[src/rtl/movx_bus_ctrl_if.sv]
// Core-side request signals and multiplexed P0/P2 bus pins of the MOVX sequencer.
// The slave modport is the sequencer; the master modport is the core/board side.
interface movx_bus_ctrl_if;
    logic       start_rd;
    logic       start_wr;
    logic       use_dptr;
    logic [7:0] dptr_h;
    logic [7:0] dptr_l;
    logic [7:0] ri_addr;
    logic [7:0] p2_sfr;
    logic [7:0] wr_data;
    logic [7:0] p0_in;
    logic [7:0] p0_out;
    logic       p0_oe;
    logic [7:0] p2_out;
    logic       ale;
    logic       rd_n;
    logic       wr_n;
    logic [7:0] rd_data;
    logic       busy;
    logic       done;

    modport slave (
        input  start_rd, start_wr, use_dptr, dptr_h, dptr_l, ri_addr, p2_sfr,
               wr_data, p0_in,
        output p0_out, p0_oe, p2_out, ale, rd_n, wr_n, rd_data, busy, done
    );

    modport master (
        output start_rd, start_wr, use_dptr, dptr_h, dptr_l, ri_addr, p2_sfr,
               wr_data, p0_in,
        input  p0_out, p0_oe, p2_out, ale, rd_n, wr_n, rd_data, busy, done
    );
endinterface

[src/rtl/movx_bus_ctrl.sv]
// External data-memory bus sequencer for MOVX: one ALE/RD_n/WR_n cycle on the
// multiplexed P0/P2 bus per request, read byte returned with a done pulse.
//
// state  | meaning
// IDLE   | waiting for start_rd/start_wr; P2 follows the SFR
// ADDR   | ale high, address driven on P0/P2
// LATCH  | ale low, address still on the bus
// STROBE | rd_n or wr_n low for STROBE_CYCLES cycles
// HOLD   | strobes released, done pulse, then back to IDLE
module movx_bus_ctrl #(
    parameter int unsigned STROBE_CYCLES = 3
) (
    input logic             clk_i,
    input logic             rst_n_i,
    movx_bus_ctrl_if.slave  bus_if
);

    typedef enum logic [2:0] {
        IDLE   = 3'd0,
        ADDR   = 3'd1,
        LATCH  = 3'd2,
        STROBE = 3'd3,
        HOLD   = 3'd4
    } state_t;

    localparam logic [3:0] CNT_LAST = 4'(STROBE_CYCLES - 1);

    state_t     state_q, state_d;
    logic [3:0] cnt_q, cnt_d;
    logic [7:0] addr_hi_q, addr_hi_d;
    logic [7:0] addr_lo_q, addr_lo_d;
    logic [7:0] wdat_q, wdat_d;
    logic       is_rd_q, is_rd_d;
    logic [7:0] rd_data_q, rd_data_d;

    always_ff @(posedge clk_i or negedge rst_n_i) begin
        if (!rst_n_i) begin
            state_q   <= IDLE;
            cnt_q     <= 4'd0;
            addr_hi_q <= 8'h00;
            addr_lo_q <= 8'h00;
            wdat_q    <= 8'h00;
            is_rd_q   <= 1'b0;
            rd_data_q <= 8'h00;
        end else begin
            state_q   <= state_d;
            cnt_q     <= cnt_d;
            addr_hi_q <= addr_hi_d;
            addr_lo_q <= addr_lo_d;
            wdat_q    <= wdat_d;
            is_rd_q   <= is_rd_d;
            rd_data_q <= rd_data_d;
        end
    end

    always_comb begin
        state_d   = state_q;
        cnt_d     = cnt_q;
        addr_hi_d = addr_hi_q;
        addr_lo_d = addr_lo_q;
        wdat_d    = wdat_q;
        is_rd_d   = is_rd_q;
        rd_data_d = rd_data_q;

        bus_if.ale    = 1'b0;
        bus_if.rd_n   = 1'b1;
        bus_if.wr_n   = 1'b1;
        bus_if.p0_oe  = 1'b0;
        bus_if.p0_out = 8'hFF;
        bus_if.p2_out = addr_hi_q;
        bus_if.busy   = 1'b1;
        bus_if.done   = 1'b0;

        unique case (state_q)
            IDLE: begin
                bus_if.busy   = 1'b0;
                bus_if.p2_out = bus_if.p2_sfr;
                // Read wins when both requests arrive on the same edge.
                if (bus_if.start_rd || bus_if.start_wr) begin
                    state_d   = ADDR;
                    is_rd_d   = bus_if.start_rd;
                    addr_hi_d = bus_if.use_dptr ? bus_if.dptr_h : bus_if.p2_sfr;
                    addr_lo_d = bus_if.use_dptr ? bus_if.dptr_l : bus_if.ri_addr;
                    wdat_d    = bus_if.wr_data;
                    cnt_d     = 4'd0;
                end
            end
            ADDR: begin
                bus_if.ale    = 1'b1;
                bus_if.p0_oe  = 1'b1;
                bus_if.p0_out = addr_lo_q;
                state_d       = LATCH;
            end
            LATCH: begin
                bus_if.p0_oe  = 1'b1;
                bus_if.p0_out = addr_lo_q;
                state_d       = STROBE;
                cnt_d         = 4'd0;
            end
            STROBE: begin
                if (is_rd_q) begin
                    bus_if.rd_n = 1'b0;
                end else begin
                    bus_if.wr_n   = 1'b0;
                    bus_if.p0_oe  = 1'b1;
                    bus_if.p0_out = wdat_q;
                end
                if (cnt_q == CNT_LAST) begin
                    state_d = HOLD;
                    cnt_d   = 4'd0;
                    if (is_rd_q) begin
                        rd_data_d = bus_if.p0_in;
                    end
                end else begin
                    cnt_d = cnt_q + 4'd1;
                end
            end
            HOLD: begin
                bus_if.done = 1'b1;
                if (!is_rd_q) begin
                    bus_if.p0_oe  = 1'b1;
                    bus_if.p0_out = wdat_q;
                end
                state_d = IDLE;
            end
            default: begin
                state_d = IDLE;
            end
        endcase
    end

    assign bus_if.rd_data = rd_data_q;

endmodule

[src/flat_wrapper.sv]
// flat-port wrapper written by rule: the top's interface ports become plain ports
module movx_bus_ctrl_flat 
#(
    parameter int unsigned STROBE_CYCLES = 3
)
  (clk_i, rst_n_i, bus_if_start_rd, bus_if_start_wr, bus_if_use_dptr, bus_if_dptr_h, bus_if_dptr_l, bus_if_ri_addr, bus_if_p2_sfr, bus_if_wr_data, bus_if_p0_in, bus_if_p0_out, bus_if_p0_oe, bus_if_p2_out, bus_if_ale, bus_if_rd_n, bus_if_wr_n, bus_if_rd_data, bus_if_busy, bus_if_done);
  movx_bus_ctrl_if bus_if_i ();
  input logic clk_i;
  input logic rst_n_i;
  input wire logic [$bits(bus_if_i.start_rd)-1:0] bus_if_start_rd;
  input wire logic [$bits(bus_if_i.start_wr)-1:0] bus_if_start_wr;
  input wire logic [$bits(bus_if_i.use_dptr)-1:0] bus_if_use_dptr;
  input wire logic [$bits(bus_if_i.dptr_h)-1:0] bus_if_dptr_h;
  input wire logic [$bits(bus_if_i.dptr_l)-1:0] bus_if_dptr_l;
  input wire logic [$bits(bus_if_i.ri_addr)-1:0] bus_if_ri_addr;
  input wire logic [$bits(bus_if_i.p2_sfr)-1:0] bus_if_p2_sfr;
  input wire logic [$bits(bus_if_i.wr_data)-1:0] bus_if_wr_data;
  input wire logic [$bits(bus_if_i.p0_in)-1:0] bus_if_p0_in;
  output wire logic [$bits(bus_if_i.p0_out)-1:0] bus_if_p0_out;
  output wire logic [$bits(bus_if_i.p0_oe)-1:0] bus_if_p0_oe;
  output wire logic [$bits(bus_if_i.p2_out)-1:0] bus_if_p2_out;
  output wire logic [$bits(bus_if_i.ale)-1:0] bus_if_ale;
  output wire logic [$bits(bus_if_i.rd_n)-1:0] bus_if_rd_n;
  output wire logic [$bits(bus_if_i.wr_n)-1:0] bus_if_wr_n;
  output wire logic [$bits(bus_if_i.rd_data)-1:0] bus_if_rd_data;
  output wire logic [$bits(bus_if_i.busy)-1:0] bus_if_busy;
  output wire logic [$bits(bus_if_i.done)-1:0] bus_if_done;
  assign bus_if_i.start_rd = bus_if_start_rd;
  assign bus_if_i.start_wr = bus_if_start_wr;
  assign bus_if_i.use_dptr = bus_if_use_dptr;
  assign bus_if_i.dptr_h = bus_if_dptr_h;
  assign bus_if_i.dptr_l = bus_if_dptr_l;
  assign bus_if_i.ri_addr = bus_if_ri_addr;
  assign bus_if_i.p2_sfr = bus_if_p2_sfr;
  assign bus_if_i.wr_data = bus_if_wr_data;
  assign bus_if_i.p0_in = bus_if_p0_in;
  assign bus_if_p0_out = bus_if_i.p0_out;
  assign bus_if_p0_oe = bus_if_i.p0_oe;
  assign bus_if_p2_out = bus_if_i.p2_out;
  assign bus_if_ale = bus_if_i.ale;
  assign bus_if_rd_n = bus_if_i.rd_n;
  assign bus_if_wr_n = bus_if_i.wr_n;
  assign bus_if_rd_data = bus_if_i.rd_data;
  assign bus_if_busy = bus_if_i.busy;
  assign bus_if_done = bus_if_i.done;
  movx_bus_ctrl #(.STROBE_CYCLES(STROBE_CYCLES)) u_core (.clk_i(clk_i), .rst_n_i(rst_n_i), .bus_if(bus_if_i));
endmodule
[config.mk]
export PLATFORM = sky130hd
export DESIGN_NAME = movx_bus_ctrl_flat
export DESIGN_NICKNAME = d
export VERILOG_FILES = /design/src/rtl/movx_bus_ctrl_if.sv /design/src/rtl/movx_bus_ctrl.sv /design/src/flat_wrapper.sv
export SDC_FILE = /design/constraint.sdc
export NUM_CORES = 1
export LEC_CHECK = 0
export CAP_MARGIN = 20
export CORE_MARGIN = 5
export CORE_UTILIZATION = 40
export CTS_CLUSTER_SIZE = 28
export DETAILED_ROUTE_END_ITERATION = 10
export PLACE_DENSITY = 0.84
export RECOVER_POWER = 50
export SLEW_MARGIN = 40
export SYNTH_ARGS = -nofsm -noshare
export SYNTH_HDL_FRONTEND = slang
export SYNTH_SLANG_ARGS = --single-unit
[constraint.sdc]
create_clock -name clk_i -period 1.6 [get_ports clk_i]
set_input_delay 0.32 -clock clk_i [delete_from_list [all_inputs] [get_ports clk_i]]
set_output_delay 0.32 -clock clk_i [all_outputs]
set_load 0.05 [all_outputs]
==> results.ini, run 1 <==
[critical_path]
cp_cell_sequence=buf_6 > nor3_4 > buf_6 > mux2_4 > buf_12
crit_required_ns=1.28
cp_common_cell=buf_6
path_class=flip-flop to primary output
cp_max_fo=5
arrival_ns=1.81
cp-start-kind=flip-flop
cp-end-kind=primary output
cp_slowest_stage_delay_ns=0.40
critical_path.slowest_cell=dfrtp_1

[logic_synthesis]
ys_top_cells_by_area=dfrtp_1 44%, mux2_2 19%, mux2_4 5.9%
ys_seq_elements=40
synthDistinctLibCells=39
synth_common_cells=40 x dfrtp_1, 38 x mux2_2, 9 x mux2_1, 9 x mux2_4, 9 x nor3_1
yosysTopAreaCell=dfrtp_1
syn_inst=189
ys_seq_area_frac=0.441
ys.warnings.count=0
syn_nets=244
postSynthAreaPerCell_um2=12.0
synth_most_common_cell=dfrtp_1
syn_area_um2=2270
netlist.area_leader.share=0.441
synth_edf_count=0
synth_flop_cell=dfrtp_1
async_flop_share=1.00

[pwr]
p_leak_nw=1.88
p_switching_w=0.00475
p_int_w=0.00569
vdd_drop_max_uv=1310
power_w=0.0104
seqPwrFrac=0.189
p_sw_frac=0.455
power_frac_comb=0.729
p_per_area_nw_per_um2=2410
pwr-share-clk=0.082

[place]
placed_cell_area_um2=3710
gp_routability_congestion=0.816
numPortBuffers=82
dpl.cell_count=373
dp_hpwl_mm=5.03
pre_cts_slack_ns=-0.265

[route]
routed-wl-met2_mm=4.55
wl_met3_um=550
routed_wl_mm=8.87
drtIter0Drc=119
drtPass1Iterations=4
routedWlPerCell_um=22.4
vias=2192
antenna_left=0
wl_met1_mm=3.37
routed.top_layer=met4
vias_per_cell=5.54
drc=0

[global_route]
grt_pass1_vias=2328
grt-ovfl-total=0
grt_max_degree=25
grt_usage=0.227
antenna_found_initial=0
grt_first_pass_wirelength_mm=12.6

[sta]
hold_viol=0
finalMaxSlewViolations=0
finalClockSkew_ns=0.0115
tightest_slew_ns=1.12
rsz0062_at_grt=true
fin_crit_ns=2.13
setup_viol=56
max_freq_ghz=0.470
setup_slack_ns=-0.528
tns_ns=-14.14
fin_crit_sh=1.33
max_slew_margin=0.255

[clock_tree]
cts_sinks=40
clk_latency_ns=0.31
cts_tree=built
clk_pin_slew_ns=0.09
htreeDepth=2
clk_path_buf_depth=2
cts_root_buffer=clkbuf_8
cts_made_buffers=5

[floorplan]
fp-row-count=27
io_pins=83
dieArea_um2=7290
fp.dieH_um=85.4
die_x_um=85.4
start_util=0.413
core_area_um2=5510

[status]
violations=negative setup slack
status=complete, but fails checks

[final_layout]
drive_above_1_share=0.630
final_nets=378
area_delta_synth_final_pct=90.6
num_antenna_cells=0
finish.instance_area_um2=4330
nFillCells=281
final_cells=396

[flow_run]
cap_violations=0

[worst_hold_path]
hp-class=flip-flop to flip-flop

## per-stage QoR
step	hold slack (ns)	util
floorplan	0.0244	-
global placement	0.280	0.674
detailed placement	0.284	0.674
CTS	0.502	0.770
global route	0.538	0.786
finish	0.518	0.786
## repair_timing
item | 4_1_cts | 5_1_grt
gates cloned | 5 | 0
gates resized for setup | 69 | 39
hold buffers | 1 | 0
pin swaps | 4 | 8
buffers inserted | 8 | 7
endpoints found under the hold margin | 16 | 0
setup endpoints to repair | 54 | 60
## cells by family (layout without fill, tap and decap cells)
| logic type | Yosys count | after routing | share of synthesized area |
|---|---|---|---|
| buffers and inverters | 23 | 158 | 0.0589 |
| muxes | 57 | 57 | 0.297 |
| and+or+nand+nor | 45 | 45 | 0.124 |
| DFF | 40 | 40 | 0.441 |
| AOI/OAI and AO/OA | 22 | 22 | 0.0688 |
| adders and majority gates | 2 | 2 | 0.0110 |
## power by group through the flow
stage | clock network [W] | logic, W | registers [W]
2_1_floorplan | 0 | 0.00349 | 0.00213
3_3_place_gp | 0 | 0.00615 | 0.00180
3_5_place_dp | 0 | 0.00626 | 0.00184
4_1_cts | 0.000830 | 0.00715 | 0.00189
5_1_grt | 0.000898 | 0.00788 | 0.00202
6_report | 0.000854 | 0.00762 | 0.00197
## path summary, 6_finish.rpt
check | cells after the start | start | to | slack, ns
worst min-delay path | 1 | u_core.bus_if.rd_data[4] | u_core.bus_if.rd_data[4] | 0.52
worst max-delay path | 5 | u_core.state_q[0] | bus_if_p2_out[2] | -0.53
min in group asynchronous | 2 | rst_n_i | u_core.wdat_q[0] | 0.74
max in group asynchronous | 2 | rst_n_i | u_core.state_q[2] | 0.12
worst max register to register | 6 | u_core.state_q[0] | u_core.addr_lo_q[6] | -0.17
worst min register to register | 1 | u_core.bus_if.rd_data[4] | u_core.bus_if.rd_data[4] | 0.52
## routing by layer
layer,global-route usage,vias to the layer above
li1,-,952
met1,0.257,1099
met2,0.388,106
met3,0.0563,35
met4,0.125,0
met5,0,-
## critical path: cells and delay by family (launching register included)
kind | cells | cell delay [ns]
buf+inv | 3 | 0.49
mux | 1 | 0.32
simple gates | 1 | 0.27
flops | 1 | 0.40
## cells in the final DEF, fill, tap and decap left out, types with 2 or more instances in the layout
cell type        count
clkdlybuf4s50_1     51
a211oi_1             3
inv_1                5
nor4_2               6
buf_6               26
nor2_4               9
a211oi_2             5
or3_4                2
clkbuf_1             2
buf_12              15
clkbuf_8             5
buf_8                4
nand2b_1             2
dfrtp_1             39
nor3_4               9
mux2_4              40
buf_4               45
a21o_1               2
nand2_1              3
mux2_2              16
## area by class of cell
cell class	count	area, um^2	share of cell area
Multi-Input combinational cell	126	1590	0.366
Timing Repair Buffer	143	1520	0.350
Tap cell	72	90.1	0.0208
Clock buffer	6	72.6	0.0168
Inverter	7	28.8	0.00665
Clock inverter	2	35.0	0.00809
Sequential cell	40	1000	0.231
## sequential cells by signal, indices dropped and copies added, names as in the netlist
register	cells
u_core.addr_hi_q	8
u_core.addr_lo_q	8
u_core.bus_if.rd_data	8
u_core.cnt_q	4
u_core.is_rd_q	1
u_core.state_q	3
u_core.wdat_q	8
Power figures use the tool's default switching activity.
==> run 2, diff against run 1 <==
CORE_UTILIZATION = 55   (was 40)
DONT_BUFFER_PORTS = 1   (was default)
PLACE_DENSITY = 0.73   (was 0.84)
TNS_END_PERCENT = 20   (was default)
==> run 2 against run 1 <==
The run still ends with negative setup slack left; hold slack worse by 0.37 ns; die area down 24%; via count down 23%; clock skew down 0.0068 ns; flip-flop and latch count unchanged; first-iteration DRC count down 20%; non-clock buffer count down 105; register-to-register slack better by 0.02 ns; routed wire length down 33%; core utilization down 2.0 points; count of clock-buffer cells in the layout unchanged; sequential share of layout area up 9.5 points.
==> results.ini, run 2 (synthesis gave the netlist of run 1 again) <==
[floorplan]
core_area_um2=4000
fp-row-count=23
dieArea_um2=5520
start_util=0.568
io_pins=83
die_x_um=74.3
fp.dieH_um=74.3

[sta]
tns_ns=-11.65
hold_viol=0
fin_crit_sh=1.27
setup_slack_ns=-0.429
max_slew_margin=0.342
rsz0062_at_grt=true
fin_crit_ns=2.03
max_freq_ghz=0.493
setup_viol=55
holdWs_ns=0.150
finalClockSkew_ns=0.00469
tightest_slew_ns=0.986
finalMaxSlewViolations=0

[global_route]
grt-ovfl-total=0
grt_usage=0.209
antenna_found_initial=1
grt_max_degree=41
grt_pass1_vias=1791
grt_first_pass_wirelength_mm=8.74

[route]
drtPass1Iterations=4
drtIter0Drc=95
wl_met1_mm=2.37
vias=1681
wl_met3_um=367
routed_wl_mm=5.97
vias_per_cell=6.23
routedWlPerCell_um=22.1
routed.top_layer=met4
routed-wl-met2_mm=3.13
drc=0
antenna_left=0

[final_layout]
final_nets=273
drive_above_1_share=0.639
ff_latch_area_um2=1000
layout_commonest_cell=dfrtp_1
nFillCells=230
multi_input_area_um2=1460
mostFrequentLayoutCells=39 x dfrtp_1, 30 x mux2_2, 20 x buf_4
area_delta_synth_final_pct=35.0

[critical_path]
critPathTopFamily=simple AND/OR/NAND/NOR gates
cp_cell_sequence=or4b_4 > buf_12 > nor2_4 > nor3_4
crit_buf_inv=1
crit_required_ns=1.28
cp_max_fo=6
arrival_ns=1.71
path_class=flip-flop to primary output
cp-start-kind=flip-flop
cp-end-kind=primary output
critical_path.slowest_cell=nor3_4
cp_slowest_stage_delay_ns=0.51

[status]
status=complete, but fails checks
violations=negative setup slack

[clock_tree]
cts_root_buffer=clkbuf_8
htreeDepth=2
cts_tree=built
clk_pin_slew_ns=0.08
clk_latency_ns=0.29
cts_sinks=40
clk_path_buf_depth=2
cts_made_buffers=5

[place]
gp_routability_congestion=0.885
numPortBuffers=0
dp_hpwl_mm=4.02

[worst_hold_path]
hp-class=input port to flip-flop

[flow_run]
cap_violations=0

run 2: cell types whose count changed in the layout (fill, tap and decap cells not counted), moves of 3 or more:
cell / before / now
buf_6: 26 / 9
mux2_4: 40 / 19
mux2_2: 16 / 30
buf_12: 15 / 6
mux2_1: 0 / 7
buf_4: 45 / 20
clkdlybuf4s50_1: 51 / 0
buf_8: 4 / 1
run 2: repair_timing:
action | CTS | global route
setup buffers | 1 | 2
cloned | 0 | 1
pin swaps | 7 | 6
setup endpoints to repair | 31 | 57
hold endpoints to repair | 40 | 0
resized for setup | 42 | 22
hold buffers | 2 | 0
run 2: path summary, 6_finish.rpt:
kind	from	slack [ns]	cells past startpoint	end
setup reg to reg	u_core.cnt_q[0]	-0.15	5	u_core.bus_if.rd_data[4]
min in group asynchronous	rst_n_i	0.72	2	u_core.state_q[2]
hold / removal	bus_if_start_rd	0.15	2	u_core.is_rd_q
setup / recovery	u_core.state_q[2]	-0.43	4	bus_if_p0_out[3]
hold reg to reg	u_core.addr_hi_q[7]	0.49	1	u_core.addr_hi_q[7]
max in group asynchronous	rst_n_i	0.22	2	u_core.state_q[2]
run 2: metal layers:
metal | GRT usage | up-vias
met5 | 0 | -
met4 | 0.0672 | 0
met3 | 0.0608 | 17
met2 | 0.351 | 69
met1 | 0.261 | 848
li1 | - | 747
run 2: final cells by class:
cell class | count | share of cell area
antenna | 1 | 0.000816
clock inverter | 2 | 0.0114
multi-input combinational | 126 | 0.477
clock buffer | 6 | 0.0237
tap | 50 | 0.0204
inverter | 7 | 0.00857
timing repair buffer | 38 | 0.131
sequential | 40 | 0.327
run 2: worst register-to-register path, cell delays in order (launching register included):
cell and delay, ns:
dfrtp_1 0.39, inv_1 0.08, ha_1 0.17, or3b_4 0.41
nor2_4 0.22, mux2_2 0.37
run 2: per-stage QoR:
step	instances	utilization	setup slack [ns]	cell area (um^2)
final	270	0.767	-0.429	3070
after global routing	270	0.767	-0.482	3070
after CTS	266	0.741	-0.426	2960
after detailed placement	255	0.659	-0.204	2640
after global placement	255	0.659	-0.135	2640
after floorplan	189	-	-0.170	2380
Power of run 2 is left out: the tool's default activity adds up to more than one toggle a clock period on the data nets, which glitch-free logic cannot reach.
